### config.mk
export PLATFORM = sky130hd
export DESIGN_NAME = preg_free_list
export DESIGN_NICKNAME = d
export VERILOG_FILES = /design/src/rtl/preg_free_list.sv
export SDC_FILE = /design/constraint.sdc
export NUM_CORES = 1
export LEC_CHECK = 0
export BUFFER_PORTS_ARGS = -buffer_cell sky130_fd_sc_hd__buf_4
export CAP_MARGIN = 15
export CORE_MARGIN = 1.5
export CORE_UTILIZATION = 48
export CTS_BUF_LIST = sky130_fd_sc_hd__clkbuf_2 sky130_fd_sc_hd__clkbuf_4 sky130_fd_sc_hd__clkbuf_8
export CTS_CLUSTER_SIZE = 28
export DETAILED_ROUTE_END_ITERATION = 10
export PLACE_DENSITY = 0.62
export SYNTH_ARGS = -nofsm -noshare
export SYNTH_HDL_FRONTEND = slang
export SYNTH_SLANG_ARGS = --single-unit
### constraint.sdc
create_clock -name clk -period 4.49 [get_ports clk]
set_clock_uncertainty 0.05 [all_clocks]
set_input_delay 0.6735 -clock clk [delete_from_list [all_inputs] [get_ports clk]]
set_output_delay 0.6735 -clock clk [all_outputs]
set_load 0.05 [all_outputs]
### src/rtl/preg_free_list.sv
// ---------------------------------------------------------------------------
// preg_free_list
//
// Circular free list of physical register tags. Rename pulls up to two tags
// per cycle from the speculative head; commit returns up to two stale tags
// per cycle at the tail. A separate committed head lets a flush hand every
// uncommitted allocation back to the list in a single cycle, because the
// entries between cmt_head and spec_head are never overwritten while they
// are outstanding.
//
// Ports:
//   clk, rst                  clock, synchronous active-high reset
//   alloc_first_i/second_i    rename consumes a tag for slot 0 / slot 1
//   prd_first_o/second_o      tags offered to slot 0 / slot 1
//   alloc_ok_o                at least two tags available
//   free_count_o              tags in the speculative list
//   cmt_alloc_first_i/second_i committing slot 0 / 1 had allocated a tag
//   free_*_valid_i/prd_i      stale tags returned by commit
//   flush_i                   discard all uncommitted allocations
// ---------------------------------------------------------------------------
module preg_free_list #(
    parameter int REG_SIZE       = 64,
    parameter int REG_SIZE_WIDTH = 6
) (
    input  logic                      clk,
    input  logic                      rst,
    input  logic                      alloc_first_i,
    input  logic                      alloc_second_i,
    output logic [REG_SIZE_WIDTH-1:0] prd_first_o,
    output logic [REG_SIZE_WIDTH-1:0] prd_second_o,
    output logic                      alloc_ok_o,
    output logic [REG_SIZE_WIDTH:0]   free_count_o,
    input  logic                      cmt_alloc_first_i,
    input  logic                      cmt_alloc_second_i,
    input  logic                      free_first_valid_i,
    input  logic [REG_SIZE_WIDTH-1:0] free_first_prd_i,
    input  logic                      free_second_valid_i,
    input  logic [REG_SIZE_WIDTH-1:0] free_second_prd_i,
    input  logic                      flush_i
);

    localparam int PW = REG_SIZE_WIDTH + 1;

    logic [REG_SIZE_WIDTH-1:0] entry [REG_SIZE];

    // One extra pointer bit distinguishes a full list from an empty one.
    logic [PW-1:0] spec_head;
    logic [PW-1:0] cmt_head;
    logic [PW-1:0] tail;

    logic [PW-1:0] free_count;
    logic [PW-1:0] spec_head_plus1;
    logic [PW-1:0] cmt_head_next;
    logic [PW-1:0] second_wr_ptr;
    logic [1:0]    pops;
    logic [1:0]    pushes;
    logic [1:0]    cmt_adv;
    logic          push_first;
    logic          push_second;
    logic          alloc_ok;

    assign free_count      = tail - spec_head;
    assign alloc_ok        = (free_count >= PW'(2));
    assign spec_head_plus1 = spec_head + PW'(1);

    assign free_count_o = free_count;
    assign alloc_ok_o   = alloc_ok;

    // Slot 1 takes the entry after slot 0's only if slot 0 actually consumes one.
    assign prd_first_o  = entry[spec_head[REG_SIZE_WIDTH-1:0]];
    assign prd_second_o = alloc_first_i ? entry[spec_head_plus1[REG_SIZE_WIDTH-1:0]]
                                        : entry[spec_head[REG_SIZE_WIDTH-1:0]];

    // Allocation is all-or-nothing gated by alloc_ok; rename stalls otherwise.
    // A flush cycle drops allocations since spec_head is being rewound.
    assign pops = (alloc_ok && !flush_i)
                  ? ({1'b0, alloc_first_i} + {1'b0, alloc_second_i})
                  : 2'd0;

    // Tag 0 is the hard-wired zero register and must never re-enter the list.
    assign push_first  = free_first_valid_i  && (free_first_prd_i  != '0);
    assign push_second = free_second_valid_i && (free_second_prd_i != '0);
    assign pushes      = {1'b0, push_first} + {1'b0, push_second};

    // The second free lands right after the first only if the first was kept.
    assign second_wr_ptr = push_first ? (tail + PW'(1)) : tail;

    assign cmt_adv       = {1'b0, cmt_alloc_first_i} + {1'b0, cmt_alloc_second_i};
    assign cmt_head_next = cmt_head + PW'(cmt_adv);

    always_ff @(posedge clk) begin
        if (rst) begin
            spec_head <= '0;
            cmt_head  <= '0;
            tail      <= PW'(REG_SIZE - 1);
            // entry[i] = i+1; the last one truncates to 0, which is never
            // offered because tail stops one short of a full lap.
            for (int i = 0; i < REG_SIZE; i++) begin
                entry[i] <= REG_SIZE_WIDTH'(i + 1);
            end
        end else begin
            if (push_first) begin
                entry[tail[REG_SIZE_WIDTH-1:0]] <= free_first_prd_i;
            end
            if (push_second) begin
                entry[second_wr_ptr[REG_SIZE_WIDTH-1:0]] <= free_second_prd_i;
            end
            tail     <= tail + PW'(pushes);
            cmt_head <= cmt_head_next;
            // Rewind to the committed head including this cycle's commits.
            if (flush_i) begin
                spec_head <= cmt_head_next;
            end else begin
                spec_head <= spec_head + PW'(pops);
            end
        end
    end

endmodule

## Word-level counts from Yosys, hierarchy flattened

Memories as Yosys holds them, arrays and structs flattened. A register that Yosys moved wholly into a read port is not among the register bits.
Index checks and enable logic that the tools add are counted.
W data, S select, Z words.

| storage, ports and cells | value |
|---|---|
| bits in registers | 21 |
| memory bits (writable) | 384 |
| input bits | 21 |
| output and inout bits | 20 |
| logic and storage cells | 41 |
| memories | 1 |

| operators by class | value |
|---|---|
| add/subtract/negate cells | 9 |
| magnitude comparators | 1 |
| mux-type cells | 19 |
| reduce and logical (&&, ||, !) cells | 8 |

Memory list:

| name | words | bits a word | read ports | clocked after Yosys merged registers in | wr ports | RTL line | text |
|---|---|---|---|---|---|---|---|
| entry | 64 | 6 | 2 | 1 | 64 | 44 | `logic [REG_SIZE_WIDTH-1:0] entry [REG_SIZE];` |

Operators by type and width:

| operator | number |
|---|---|
| $mux W6 | 7 |
| $add A7 B2 Y7 | 3 |
| $add A6 B1 Y6 const B | 2 |
| $reduce_bool A6 Y1 | 2 |
| $reduce_or A6 Y1 | 2 |
| $mux W1 | 10 |
| $ge A7 B2 Y1 const B | 1 |
| $mux W7 | 1 |
| $sub A7 B7 Y7 | 1 |
| $add A1 B1 Y2 | 3 |
| $logic_and A1 B1 Y1 | 3 |
| $mux W2 | 1 |
| $logic_not A1 Y1 | 1 |

## Depth between registers and ports, before layout

| depth | value |
|---|---|
| depth after elaboration | 7 |
| mapped depth | 17 |
| depth with buffers taken out | 15 |

## Worst setup path after synthesis

Ideal clock, no wire load.

| timing path | value |
|---|---|
| kind | flip-flop to flip-flop |
| start | reg spec_head[1] |
| end | reg spec_head[5] |
| data arrival time | 5350 ps |
| data required time | 4323 ps |
| setup slack | -1027 ps |
| cell stages (with the launch flop) | 16 |
| clock period less this slack | 5517 ps |
| path through | dfxtp_1 > buf_2 > buf_1 > inv_1 > ha_1 > nor2b_1 > o21a_1 > o21a_1 > o311ai_0 > nor4_1 > nor3b_1 > ha_1 > a21oi_1 > nor4_1 > xnor2_1 > o22a_1 |

| between the ends | value |
|---|---|
| word-level cells in the longest chain between the ends | 6 |

RTL lines:

| what | RTL line | text |
|---|---|---|
| start: declaration | 47 | `logic [PW-1:0] spec_head;` |
| start signal: assignment | 112 | `spec_head <= cmt_head_next;` |
| start signal: assignment | 114 | `spec_head <= spec_head + PW'(pops);` |
| $sub A7 B7 Y7 | 62 | `assign free_count = tail - spec_head;` |
| via free_count_o[5] | 32 | `output logic [REG_SIZE_WIDTH:0] free_count_o,` |
| $ge A7 B2 Y1 | 63 | `assign alloc_ok = (free_count >= PW'(2));` |
| $logic_and A1 B1 Y1 | 76 | `assign pops = (alloc_ok && !flush_i)` |
| $mux W2 | 77 | `? ({1'b0, alloc_first_i} + {1'b0, alloc_second_i})` |
| $add A7 B2 Y7 | 114 |  |
| $mux W7 | 111 | `if (flush_i) begin` |

The timed path passes the listed nets, and every way through them passes these cells.
A chain may end at the register's enable or synchronous reset.

## Final worst setup path

| timing path | value |
|---|---|
| start | reg spec_head[2] |
| end | out prd_second_o[2] |

| between the ends | value |
|---|---|
| word-level cells in the longest chain between the ends | 3 |

RTL lines:

| what | RTL line | text |
|---|---|---|
| $add A6 B1 Y6 | 64 | `assign spec_head_plus1 = spec_head + PW'(1);` |
| $mem_v2 Z64 W6 | -- |  |
| $mux W6 | 71 | `assign prd_second_o = alloc_first_i ? entry[spec_head_plus1[REG_SIZE_WIDTH-1:0]]` |
| end: declaration | 30 | `output logic [REG_SIZE_WIDTH-1:0] prd_second_o,` |

No other way between the ends.

==> results.json <==
{
  "grt_first_pass_wirelength_mm": 148,
  "num_vias": 21800,
  "seq_area_frac_synth": 0.441,
  "max_slew_margin": 0.251,
  "critPathArrivalTime_ns": 3.84,
  "final_cell_count_no_fill": 3083,
  "ys.flop_type": "edfxtp_1",
  "grt_max_degree": 86,
  "postSynthAreaPerCell_um2": 11.9,
  "async_flop_share": 0,
  "power.internal_uw": 7570,
  "globalplace.congestion": 1.07,
  "ir_drop_mv": 0.262,
  "worst_slew_pin_slew_ns": 1.12,
  "timing.fmax_mhz": 219,
  "finalWorstSetupSlack_ns": -0.0722,
  "htreeDepth": 3,
  "status": "complete, but fails checks",
  "grt_use_total": 0.365,
  "clk_latency_ns": 0.68,
  "dieArea_um2": 57800,
  "met3_length_mm": 14.4,
  "routed_via_density": 7.08,
  "placed_cell_area_um2": 28300,
  "p_leak_uw": 0.00970,
  "most-common-layout-cells": "384 x edfxtp_1, 362 x mux2i_1, 260 x nand2_1",
  "path_class": "reg -> out",
  "hold_path_class": "in -> reg",
  "die_w_um": 240,
  "synth_edf_count": 384,
  "r2r_setup_slack_ns": 0.53,
  "routed.top_layer": "met4",
  "finalPower_uw": 11900,
  "drtPass1Iterations": 6,
  "slew_viol_final": 0,
  "seqCellArea_um2": 12000,
  "die_y_um": 240,
  "synthesis.nets": 2310,
  "layout_commonest_cell": "edfxtp_1",
  "end_kind": "primary output",
  "root_buffer": "clkbuf_8",
  "num-fill-cells": 4751,
  "switching_power_uw": 4280,
  "grt_pass1_vias": 20400,
  "p_per_area_nw_per_um2": 395,
  "drt_iter0_drc": 3727,
  "wl_per_cell_um": 33.9,
  "fin_area_um2": 30000,
  "multi_input_area_um2": 14000,
  "dr_wl_met2_mm": 45.3,
  "core-area_um2": 55400,
  "ys_types": 77,
  "synth_area_um2": 27100,
  "violations": "negative setup slack",
  "ioPinCount": 41,
  "clockBufferDepth": 3,
  "drt-met1-wl_mm": 39.2,
  "floorplan.initialDensity": 0.489,
  "fp-row-count": 86,
  "numPortBuffers": 40,
  "rsz0062_at_grt": "false",
  "fin_crit_sh": 1.02,
  "setup-violations-final": 3,
  "fin_util": 0.542,
  "cp_max_fo": 15,
  "yosysWarnings": 0,
  "p_clk_frac": 0.312,
  "antenna_found_initial": 2,
  "p_seq_frac": 0.374,
  "crit_required_ns": 3.77,
  "nNetsFinal": 2316,
  "cts.sinks": 405,
  "synth_seq_cells": 405,
  "finalWirelength_mm": 105,
  "ant_nets": 0,
  "p_comb_frac": 0.314,
  "syn2layout_area_growth_pct": 10.9,
  "ctsHoldBuffers": 0,
  "drc": 0,
  "cts_tree": "built",
  "final-hold-violation-count": 0,
  "path_clk_slew_ns": 0.06,
  "overflow": 0,
  "maxCapViolCount": 0,
  "fin_setup_tns_ns": -0.0917,
  "numCtsBuffers": 75,
  "min_period_ns": 4.56,
  "synthesis.instances": 2271,
  "placedCellCount": 2940,
  "switching_share": 0.361,
  "drive_above_1_share": 0.235,
  "critPathLaunchType": "register",
  "dpl.hpwl_mm": 71.1
}
sequential cells by signal, summed over array words and instances, names as in the netlist:
register	count
spec_head	7
entry	384
tail	7
cmt_head	7
layer usage:
layer	global-route usage	up-vias
met4	0.180	0
met3	0.0734	343
met1	0.511	10700
li1	-	8829
met2	0.542	1929
met5	0	-
path summary, 6_finish.rpt:
path | startpoint | to | cells past startpoint
worst max register to register | spec_head[0] | spec_head[4] | 16
worst min register to register | cmt_head[6] | cmt_head[6] | 2
worst min-delay path | flush_i | spec_head[2] | 2
worst max-delay path | spec_head[2] | prd_second_o[2] | 9
stage by stage:
step / hold WS (ns) / setup slack [ns]
after CTS: 0.197 / 0.00290
after floorplan: 0.438 / 0.119
after global placement: 0.475 / 0.361
after global routing: 0.254 / 0.000568
final: 0.236 / -0.0722
after detailed placement: 0.478 / 0.322
cells in the mapped netlist, drive strengths merged (16+ instances only):
master  instances  area [µm²]
edfxtp        384       11500
mux2i         362        3620
nand2         261         982
nor2          177         664
mux4          171        3850
clkbuf        138         518
nor3          123         912
buf            94         554
or3            54         338
nand3          49         250
a22o           43         377
a21oi          36         203
inv            29         109
o311a          26         260
dfxtp          21         420
mux2           21         236
a22oi          20         150
nor4           20         153
a31oi          16         100
o21ai          16        80.1
cell type report:
type | instances | share of cell area
Antenna cell | 3 | 0.000250
Clock buffer | 103 | 0.0426
Clock inverter | 29 | 0.00754
Inverter | 35 | 0.00454
Multi-Input combinational cell | 1599 | 0.467
Sequential cell | 405 | 0.399
Tap cell | 748 | 0.0312
Timing Repair Buffer | 161 | 0.0481
critical path: stages, from the launching register on:
cell       delay [ns]
dfxtp_4          0.45
buf_4            0.24
or3b_2           0.56
o22ai_1          0.34
a2111oi_1        0.13
buf_4            0.19
a211oi_2         0.39
a41o_1           0.30
a221o_1          0.31
buf_4            0.24
kinds of logic after synthesis:
group | count (synthesis) | synth area share
simple gates | 754 | 0.139
mux | 554 | 0.285
flops | 405 | 0.441
buf+inv | 267 | 0.0445
compound gates | 252 | 0.0732
xor+xnor | 21 | 0.00776
fa+ha+maj | 18 | 0.00943
power by group through the flow:
stage | sequential (µW) | clock [µW] | combinational, µW
after floorplan | 4410 | 0 | 2440
after global placement | 4510 | 0 | 3510
after detailed placement | 4510 | 0 | 3540
after CTS | 4420 | 3700 | 3600
after global routing | 4430 | 3870 | 3820
final | 4430 | 3700 | 3720
repair_timing:
action | CTS | global route
setup endpoints to repair | 8 | 8
resized for setup | 13 | 5
setup buffers | 7 | 0
cloned | 0 | 1
pin swaps | 0 | 1
Power figures use the tool's default switching activity.
